File: src/rtl/mem_arbiter.sv
// Single-port memory arbiter shared by instruction fetch (read-only) and the LSU.
// The LSU has fixed priority, a run counter guards fetch against starvation, and
// every memory transaction is aborted after a bounded wait.
module mem_arbiter #(
   parameter int unsigned ADDR_W      = 32,
   parameter int unsigned DATA_W      = 32,
   parameter int unsigned MAX_LSU_RUN = 4,
   parameter int unsigned TIMEOUT     = 16
) (
   input  logic              clk_i,
   input  logic              rst_i,
   // fetch port
   input  logic              if_req_i,
   input  logic [ADDR_W-1:0] if_addr_i,
   output logic              if_ack_o,
   output logic [DATA_W-1:0] if_rdata_o,
   output logic              if_stall_o,
   // load/store port
   input  logic              lsu_req_i,
   input  logic              lsu_we_i,
   input  logic [ADDR_W-1:0] lsu_addr_i,
   input  logic [DATA_W-1:0] lsu_wdata_i,
   output logic              lsu_ack_o,
   output logic [DATA_W-1:0] lsu_rdata_o,
   output logic              lsu_stall_o,
   // memory port
   output logic              mem_req_o,
   output logic              mem_we_o,
   output logic [ADDR_W-1:0] mem_addr_o,
   output logic [DATA_W-1:0] mem_wdata_o,
   input  logic              mem_ack_i,
   input  logic [DATA_W-1:0] mem_rdata_i,
   output logic              err_o
);

   typedef enum logic [1:0] {StIdle, StGntIf, StGntLsu, StTurn} state_e;

   localparam logic [3:0] MaxRun = 4'(MAX_LSU_RUN);
   localparam logic [7:0] ToLast = 8'(TIMEOUT - 1);

   state_e            state_q, state_d;
   logic [3:0]        run_cnt_q, run_cnt_d;
   logic [7:0]        to_cnt_q, to_cnt_d;
   logic              we_q, we_d;
   logic [ADDR_W-1:0] addr_q, addr_d;
   logic [DATA_W-1:0] wdata_q, wdata_d;
   logic              if_ack_q, if_ack_d;
   logic              lsu_ack_q, lsu_ack_d;
   logic [DATA_W-1:0] if_rdata_q, if_rdata_d;
   logic [DATA_W-1:0] lsu_rdata_q, lsu_rdata_d;
   logic              err_q, err_d;
   logic              grant_lsu;
   logic              in_gnt;

   // LSU wins unless fetch is waiting and the LSU has used up its run budget.
   assign grant_lsu = lsu_req_i && (!if_req_i || (run_cnt_q < MaxRun));
   assign in_gnt    = (state_q == StGntIf) || (state_q == StGntLsu);

   always_comb begin
      state_d     = state_q;
      run_cnt_d   = run_cnt_q;
      to_cnt_d    = to_cnt_q;
      we_d        = we_q;
      addr_d      = addr_q;
      wdata_d     = wdata_q;
      if_ack_d    = 1'b0;
      lsu_ack_d   = 1'b0;
      if_rdata_d  = '0;
      lsu_rdata_d = '0;
      err_d       = 1'b0;

      unique case (state_q)
         StIdle: begin
            if (grant_lsu) begin
               state_d  = StGntLsu;
               addr_d   = lsu_addr_i;
               we_d     = lsu_we_i;
               wdata_d  = lsu_wdata_i;
               to_cnt_d = '0;
               if (!if_req_i) begin
                  run_cnt_d = '0;
               end else if (run_cnt_q != 4'hF) begin
                  run_cnt_d = run_cnt_q + 4'd1;
               end
            end else if (if_req_i) begin
               state_d   = StGntIf;
               addr_d    = if_addr_i;
               we_d      = 1'b0;
               wdata_d   = '0;
               to_cnt_d  = '0;
               run_cnt_d = '0;
            end
         end
         StGntIf, StGntLsu: begin
            if (mem_ack_i) begin
               state_d = StTurn;
               if (state_q == StGntIf) begin
                  if_ack_d   = 1'b1;
                  if_rdata_d = mem_rdata_i;
               end else begin
                  lsu_ack_d   = 1'b1;
                  lsu_rdata_d = we_q ? '0 : mem_rdata_i;
               end
            end else if (to_cnt_q == ToLast) begin
               // Abort: ack with zero data so the waiting requester cannot deadlock.
               state_d = StTurn;
               err_d   = 1'b1;
               if (state_q == StGntIf) begin
                  if_ack_d = 1'b1;
               end else begin
                  lsu_ack_d = 1'b1;
               end
            end else begin
               to_cnt_d = to_cnt_q + 8'd1;
            end
         end
         StTurn: begin
            state_d = StIdle;
         end
         default: begin
            state_d = StIdle;
         end
      endcase
   end

   always_ff @(posedge clk_i or posedge rst_i) begin
      if (rst_i) begin
         state_q     <= StIdle;
         run_cnt_q   <= '0;
         to_cnt_q    <= '0;
         we_q        <= 1'b0;
         addr_q      <= '0;
         wdata_q     <= '0;
         if_ack_q    <= 1'b0;
         lsu_ack_q   <= 1'b0;
         if_rdata_q  <= '0;
         lsu_rdata_q <= '0;
         err_q       <= 1'b0;
      end else begin
         state_q     <= state_d;
         run_cnt_q   <= run_cnt_d;
         to_cnt_q    <= to_cnt_d;
         we_q        <= we_d;
         addr_q      <= addr_d;
         wdata_q     <= wdata_d;
         if_ack_q    <= if_ack_d;
         lsu_ack_q   <= lsu_ack_d;
         if_rdata_q  <= if_rdata_d;
         lsu_rdata_q <= lsu_rdata_d;
         err_q       <= err_d;
      end
   end

   // mem_req_o comes straight from the state register so an async reset drops it at once.
   assign mem_req_o   = in_gnt;
   assign mem_we_o    = we_q;
   assign mem_addr_o  = addr_q;
   assign mem_wdata_o = wdata_q;

   assign if_ack_o    = if_ack_q;
   assign if_rdata_o  = if_rdata_q;
   assign lsu_ack_o   = lsu_ack_q;
   assign lsu_rdata_o = lsu_rdata_q;
   assign err_o       = err_q;

   assign if_stall_o  = if_req_i & ~if_ack_q & ~rst_i;
   assign lsu_stall_o = lsu_req_i & ~lsu_ack_q & ~rst_i;

endmodule

File: config.mk
export PLATFORM = sky130hd
export DESIGN_NAME = mem_arbiter
export DESIGN_NICKNAME = d
export VERILOG_FILES = /design/src/rtl/mem_arbiter.sv
export SDC_FILE = /design/constraint.sdc
export NUM_CORES = 1
export LEC_CHECK = 0
export CORE_ASPECT_RATIO = 0.5
export CORE_MARGIN = 2
export CORE_UTILIZATION = 55
export DETAILED_ROUTE_END_ITERATION = 6
export DONT_BUFFER_PORTS = 1
export GPL_TIMING_DRIVEN = 0
export PLACE_DENSITY = 0.7
export SLEW_MARGIN = 5
export SYNTH_ARGS = -nofsm -noshare
export SYNTH_HDL_FRONTEND = slang
export SYNTH_SLANG_ARGS = --single-unit
File: constraint.sdc
create_clock -name clk_i -period 10 [get_ports clk_i]
set_input_delay 2.5 -clock clk_i [delete_from_list [all_inputs] [get_ports clk_i]]
set_output_delay 2.5 -clock clk_i [all_outputs]
set_load 0.01 [all_outputs]
### After elaboration in Yosys (flattened, before gate mapping)

Index checks and enable logic that the tools add are counted.

* register bits: 146
* bits in latches: 0
* bits in writable memories: 0
* bits in read-only memories: 0
* input bits: 134
* output and inout bits: 135
* word-level logic and storage cells: 81
* memories: 0

* add/sub/neg operators: 2
* multiply operators: 0
* div/mod/pow operators: 0
* order comparisons: 1
* equality and inequality tests: 10
* shift operators: 0
* multiplexer cells: 38
* bitwise logic cells: 7
* reduce and logical (&&, ||, !) cells: 12

Operators with widths (count)
* 32-bit 2-to-1 mux: 11
* 8-bit 2-to-1 mux: 4
* 4-bit 2-to-1 mux: 4
* 8-bit case mux with 2 select lines: 1
* 1-bit 2-to-1 mux: 13
* 8-bit by 1-bit adder with 8-bit output (second input constant): 1
* 8-bit by 4-bit equality test with 1-bit output (second input constant): 1
* 2-bit 2-to-1 mux: 4
* 3-bit != test (second input constant): 2
* 2-bit case mux with 3 select lines: 1
* 4-bit by 1-bit adder with 4-bit output (second input constant): 1
* 1-bit AND: 4
* 2-bit equality test (second input constant): 2
* 4-bit by 3-bit less-than comparator with 1-bit output (second input constant): 1
* 2-bit != test (second input constant): 2
* 4-bit != test (second input constant): 1
* 2-bit AND reduction: 2
* 4-bit AND reduction: 1
* 2-bit nonzero test: 2
* 3-bit by 2-bit != test with 1-bit output (second input constant): 1
* 1-bit inverter: 3
* 3-bit AND reduction: 1
* 2-bit by 1-bit equality test with 1-bit output (second input constant): 1
* 2-bit logical NOT: 1
* 4 further kinds: 5

### Longest topological paths before layout

* depth after elaboration: 5
* mapped depth: 7
* mapped depth without buffers: 6

### Least setup slack after synthesis

OpenSTA, ideal clock, no wires.

* path kind: input port to output port
* start point: input port rst_i
* end point: output port if_stall_o
* data arrival time: 2.821 ns
* data required time: 7.500 ns
* slack: 4.679 ns
* cell stages on the path: 1
* buffers on the path: 0
* cells stage by stage: nor3b_1

* word-level cells in the longest chain between the ends: 2

RTL lines
* start: declaration: RTL line 11 `input logic rst_i,`
* 1-bit inverter: RTL line 166 `assign if_stall_o = if_req_i & ~if_ack_q & ~rst_i;`
* 1-bit AND: RTL line 166
* end: declaration: RTL line 17 `output logic if_stall_o,`

No other way between the ends.

### Worst setup path after layout

Ends and elaborated chain as after synthesis.

==> tab_implementation.tex <==
\begin{tabular}{lr}
\hline
Metric & Value \\
\hline
\multicolumn{2}{l}{\textbf{Outcome}} \\
Run status & finished clean \\
\multicolumn{2}{l}{\textbf{Floorplan}} \\
I/O Pins & approximately 270 \\
Initial core utilization & 56.0\% \\
\# rows & 26 \\
Die width & 148 um \\
Die ar. & 11200 um2 \\
Core area & about 10000 um2 \\
Die extent in y & 75.8 um \\
\multicolumn{2}{l}{\textbf{Min path}} \\
Min-delay worst type & register to register \\
\multicolumn{2}{l}{\textbf{Place}} \\
DP HPWL & 9600 um \\
Count of buffers inserted at the top-level ports & 0 \\
Final RePlAce weighted congestion & roughly 0.76 \\
Setup WS pre-CTS & 4.66 ns \\
Placed instance count & 695 \\
\multicolumn{2}{l}{\textbf{Drt}} \\
DRC viols & 0 \\
Top layer used by detailed routing & met4 \\
Violation count after the first detailed-routing iteration & approximately 310 \\
Post-detailed-route count of antenna-violating nets & 0 \\
Vias per inst & 5.47 \\
Routed WL per cell & 18.5 um \\
DR WL met2 & $\sim$6700 um \\
Drt first pass iters & 4 \\
Vias & 3977 \\
Met3 wire length & 1300 um \\
Routed length on met1 & about 5300 um \\
Total routed wirelength & 13500 um \\
\multicolumn{2}{l}{\textbf{Job}} \\
Count of max-cap constraint violations & 0 \\
\multicolumn{2}{l}{\textbf{Setup path}} \\
Kind of cell adding the most delay to the critical path & simple AND/OR/NAND/NOR gates \\
Arrival time of data at the critical path endpoint & between 2 and 3 ns \\
Startpoint-to-endpoint class of the critical path & primary input to primary output \\
Delay of the slowest cell on the worst path & 0.34 ns \\
Cell-by-cell listing of the critical path & nor3b\_1 \\
Sort of element at the end of the critical path & primary output \\
Critical Path Fanout Max & 3 \\
Critical path launch point type & primary input \\
Critical-path cell with the highest stage delay & sky130\_fd\_sc\_hd\_\_nor3b\_1 \\
Data required, critical path & 7.50 ns \\
Buf/Inv on CP & 0 \\
\multicolumn{2}{l}{\textbf{Timing}} \\
Hold Fails Final Rpt & 0 \\
Final number of setup-violating endpoints & 0 \\
Setup repair after global routing missed its margin & no \\
Headroom to the max-slew limit & a little under half \\
F\_max & between 0.15 and 0.2 GHz \\
Number of max-slew violations in the final report & 0 \\
Post-layout minimum cycle time & 5.34 ns \\
Total Neg Setup Slack & 0 ns \\
Final cycle utilization of the critical path & a little over half \\
Least setup slack across all paths after layout & 4.66 ns \\
Worst-Margin Slew & around 0.78 ns \\
Setup clock skew after layout & between 0.006 and 0.007 ns \\
\multicolumn{2}{l}{\textbf{Logic synthesis}} \\
Primary FF master, synth & sky130\_fd\_sc\_hd\_\_dfrtp\_1 \\
FF+latch count, synth & 146 \\
Synth warnings & 0 \\
Synth top area cells & sky130\_fd\_sc\_hd\_\_dfrtp\_1, sky130\_fd\_sc\_hd\_\_nand2\_1, sky130\_fd\_sc\_hd\_\_and2\_1 \\
Gate count of the mapped netlist & roughly 550 \\
Largest area contributor in the synthesized netlist & sky130\_fd\_sc\_hd\_\_dfrtp\_1 \\
Fraction of registers with async set or reset after synthesis & 100\% \\
Portion of synthesized cell area occupied by the leading cell type & between 60\% and 70\% \\
Netlist area before placement & 5670 um2 \\
Count of cell types in the netlist & 32 \\
Number of enable flip-flop cells after synthesis & 0 \\
Most common library cells after synthesis & sky130\_fd\_sc\_hd\_\_dfrtp\_1, sky130\_fd\_sc\_hd\_\_nand2\_1, sky130\_fd\_sc\_hd\_\_and2\_1, sky130\_fd\_sc\_hd\_\_o21ai\_0, sky130\_fd\_sc\_hd\_\_nor2\_1 \\
Average instance area after synthesis & roughly 10 um2 \\
Synthesized netlist net count & 693 \\
Cell with the most instances after synthesis & sky130\_fd\_sc\_hd\_\_dfrtp\_1 \\
Sequential element share of the synthesized area & 64.5\% \\
\multicolumn{2}{l}{\textbf{Finish}} \\
Share of cells above drive strength 1 & 6.81\% \\
Diode insertion count for antenna repair & 0 \\
Number of filler cells placed in the layout & around 840 \\
Final Non-Filler Cells & 727 \\
Layout Nets & 713 \\
Area added between synthesis and finish & 14.3\% \\
\multicolumn{2}{l}{\textbf{Power}} \\
Part of the total power dissipated in the clock network & 30.0\% \\
Sequential Power Share & roughly 47\% \\
NetSw & 0.000778 W \\
Leakage power total & 2.99 nW \\
Internal power consumption & approximately 0.0013 W \\
Power Density & 324 nW/um2 \\
Fraction of power consumed by combinational cells & approximately 23\% \\
Switching Share & 37.0\% \\
Worst IR drop on VDD & between 0.1 and 0.15 mV \\
\multicolumn{2}{l}{\textbf{GRT}} \\
Global-route wire length before repair & between 15000 and 20000 um \\
Pin count of the biggest net entering global routing & between 80 and 90 \\
Remaining Overflow, GRT & 0 \\
Global router's overall resource usage & 23.4\% \\
Via count of the first global-routing pass & 3834 \\
Number of antenna violations at the first check in global routing & 0 \\
\multicolumn{2}{l}{\textbf{Clock network}} \\
CTS tree & done \\
Clk Latency, worst-skew pair & 0.41 ns \\
Inserted Clock Buffers & 17 \\
Hold-fix buffer count after cts & 0 \\
Clock transition at the register clock pins on the worst setup and hold paths after CTS & 0.06 ns \\
Maximum root-to-sink buffer count & 2 \\
Post-CTS Resized & 0 \\
Number of buffers inserted by post-CTS setup repair & 0 \\
CTS Sinks & 146 \\
\# H-tree levels & 4 \\
CTS root buffer & sky130\_fd\_sc\_hd\_\_clkbuf\_16 \\
\hline
\end{tabular}
-- worst paths after layout --
check	to	startpoint	depth (start not counted)	slack [ns]
max in group asynchronous	to_cnt_q[4]	rst_i	2	7.21
worst min-delay path	run_cnt_q[3]	run_cnt_q[3]	1	0.48
worst max register to register	lsu_rdata_o[25]	state_q[0]	6	7.64
min in group asynchronous	mem_addr_o[5]	rst_i	1	2.04
worst max-delay path	if_stall_o	rst_i	1	4.66
worst min register to register	run_cnt_q[3]	run_cnt_q[3]	1	0.48
-- sequential cells by signal, indices dropped and copies added (netlist names) --
signal	cells
mem_wdata_o	32
lsu_rdata_o	32
state_q	2
run_cnt_q	4
to_cnt_q	8
lsu_ack_o	1
err_o	1
mem_we_o	1
mem_addr_o	32
if_rdata_o	32
if_ack_o	1
-- worst reg2reg max path, delay by kind of cell (launching register included) --
kind / cells / cell delay (ns)
flip-flops: 1 / 0.38
adder cells (fa/ha/maj): 1 / 0.42
AND/OR/NAND/NOR: 2 / 0.87
buffers and inverters: 3 / 0.63
-- through the flow --
step	hold slack, ns	total power [W]	area (um2)	utilization [%]
after floorplan	0.448	0.00132	5670	-
after global placement	0.465	0.00146	5840	57.7
after detailed placement	0.465	0.00148	5870	58.1
after CTS	0.485	0.00212	6480	64.0
after global routing	0.507	0.00224	6480	64.0
final	0.484	0.00210	6480	64.0
-- layout make-up --
| type | count | area, um2 | share of cell area (%) |
|---|---|---|---|
| sequential | 146 | 3650 | 56.4 |
| multi-input combinational | 368 | 1860 | 28.7 |
| clock buffer | 18 | 439 | 6.78 |
| tap | 140 | 175 | 2.70 |
| clock inverter | 14 | 165 | 2.55 |
| buffer | 34 | 130 | 2.01 |
| timing repair buffer | 1 | 27.5 | 0.425 |
| inverter | 6 | 27.5 | 0.425 |
-- power by group through the flow --
stage                     clock network (W)  registers [W]  logic [W]
final                              0.000631       0.000995   0.000473
after global placement                    0        0.00101   0.000458
after floorplan                           0       0.000957   0.000367
after global routing               0.000670        0.00102   0.000550
after detailed placement                  0        0.00100   0.000478
after CTS                          0.000643       0.000998   0.000480
-- layer usage --
layer,track usage (%),up-vias
li1,-,1858
met5,0,-
met3,10.4,14
met2,39.8,159
met4,8.97,0
met1,27.0,1946
-- layout by cell type (no fill, tap or decap), types with 4 or more instances in the layout --
cell type and count:
sky130_fd_sc_hd__nor2_1 38, sky130_fd_sc_hd__nand2_1 141, sky130_fd_sc_hd__inv_1 5, sky130_fd_sc_hd__dfrtp_1 146, sky130_fd_sc_hd__a21oi_1 5, sky130_fd_sc_hd__ha_1 5, sky130_fd_sc_hd__and2_1 66, sky130_fd_sc_hd__o21ai_0 43
sky130_fd_sc_hd__clkbuf_16 17, sky130_fd_sc_hd__a31oi_1 33, sky130_fd_sc_hd__or4_1 4, sky130_fd_sc_hd__nand3_1 4, sky130_fd_sc_hd__inv_6 5, sky130_fd_sc_hd__clkbuf_1 31
-- cells by family after synthesis --
logic type | count (synthesis) | synth area share [%]
simple gates | 268 | 21.8
flops | 146 | 64.5
compound gates | 93 | 9.49
buf+inv | 40 | 2.69
fa+ha+maj | 5 | 1.10
mux | 2 | 0.397
(Power assumes the default switching activity.)
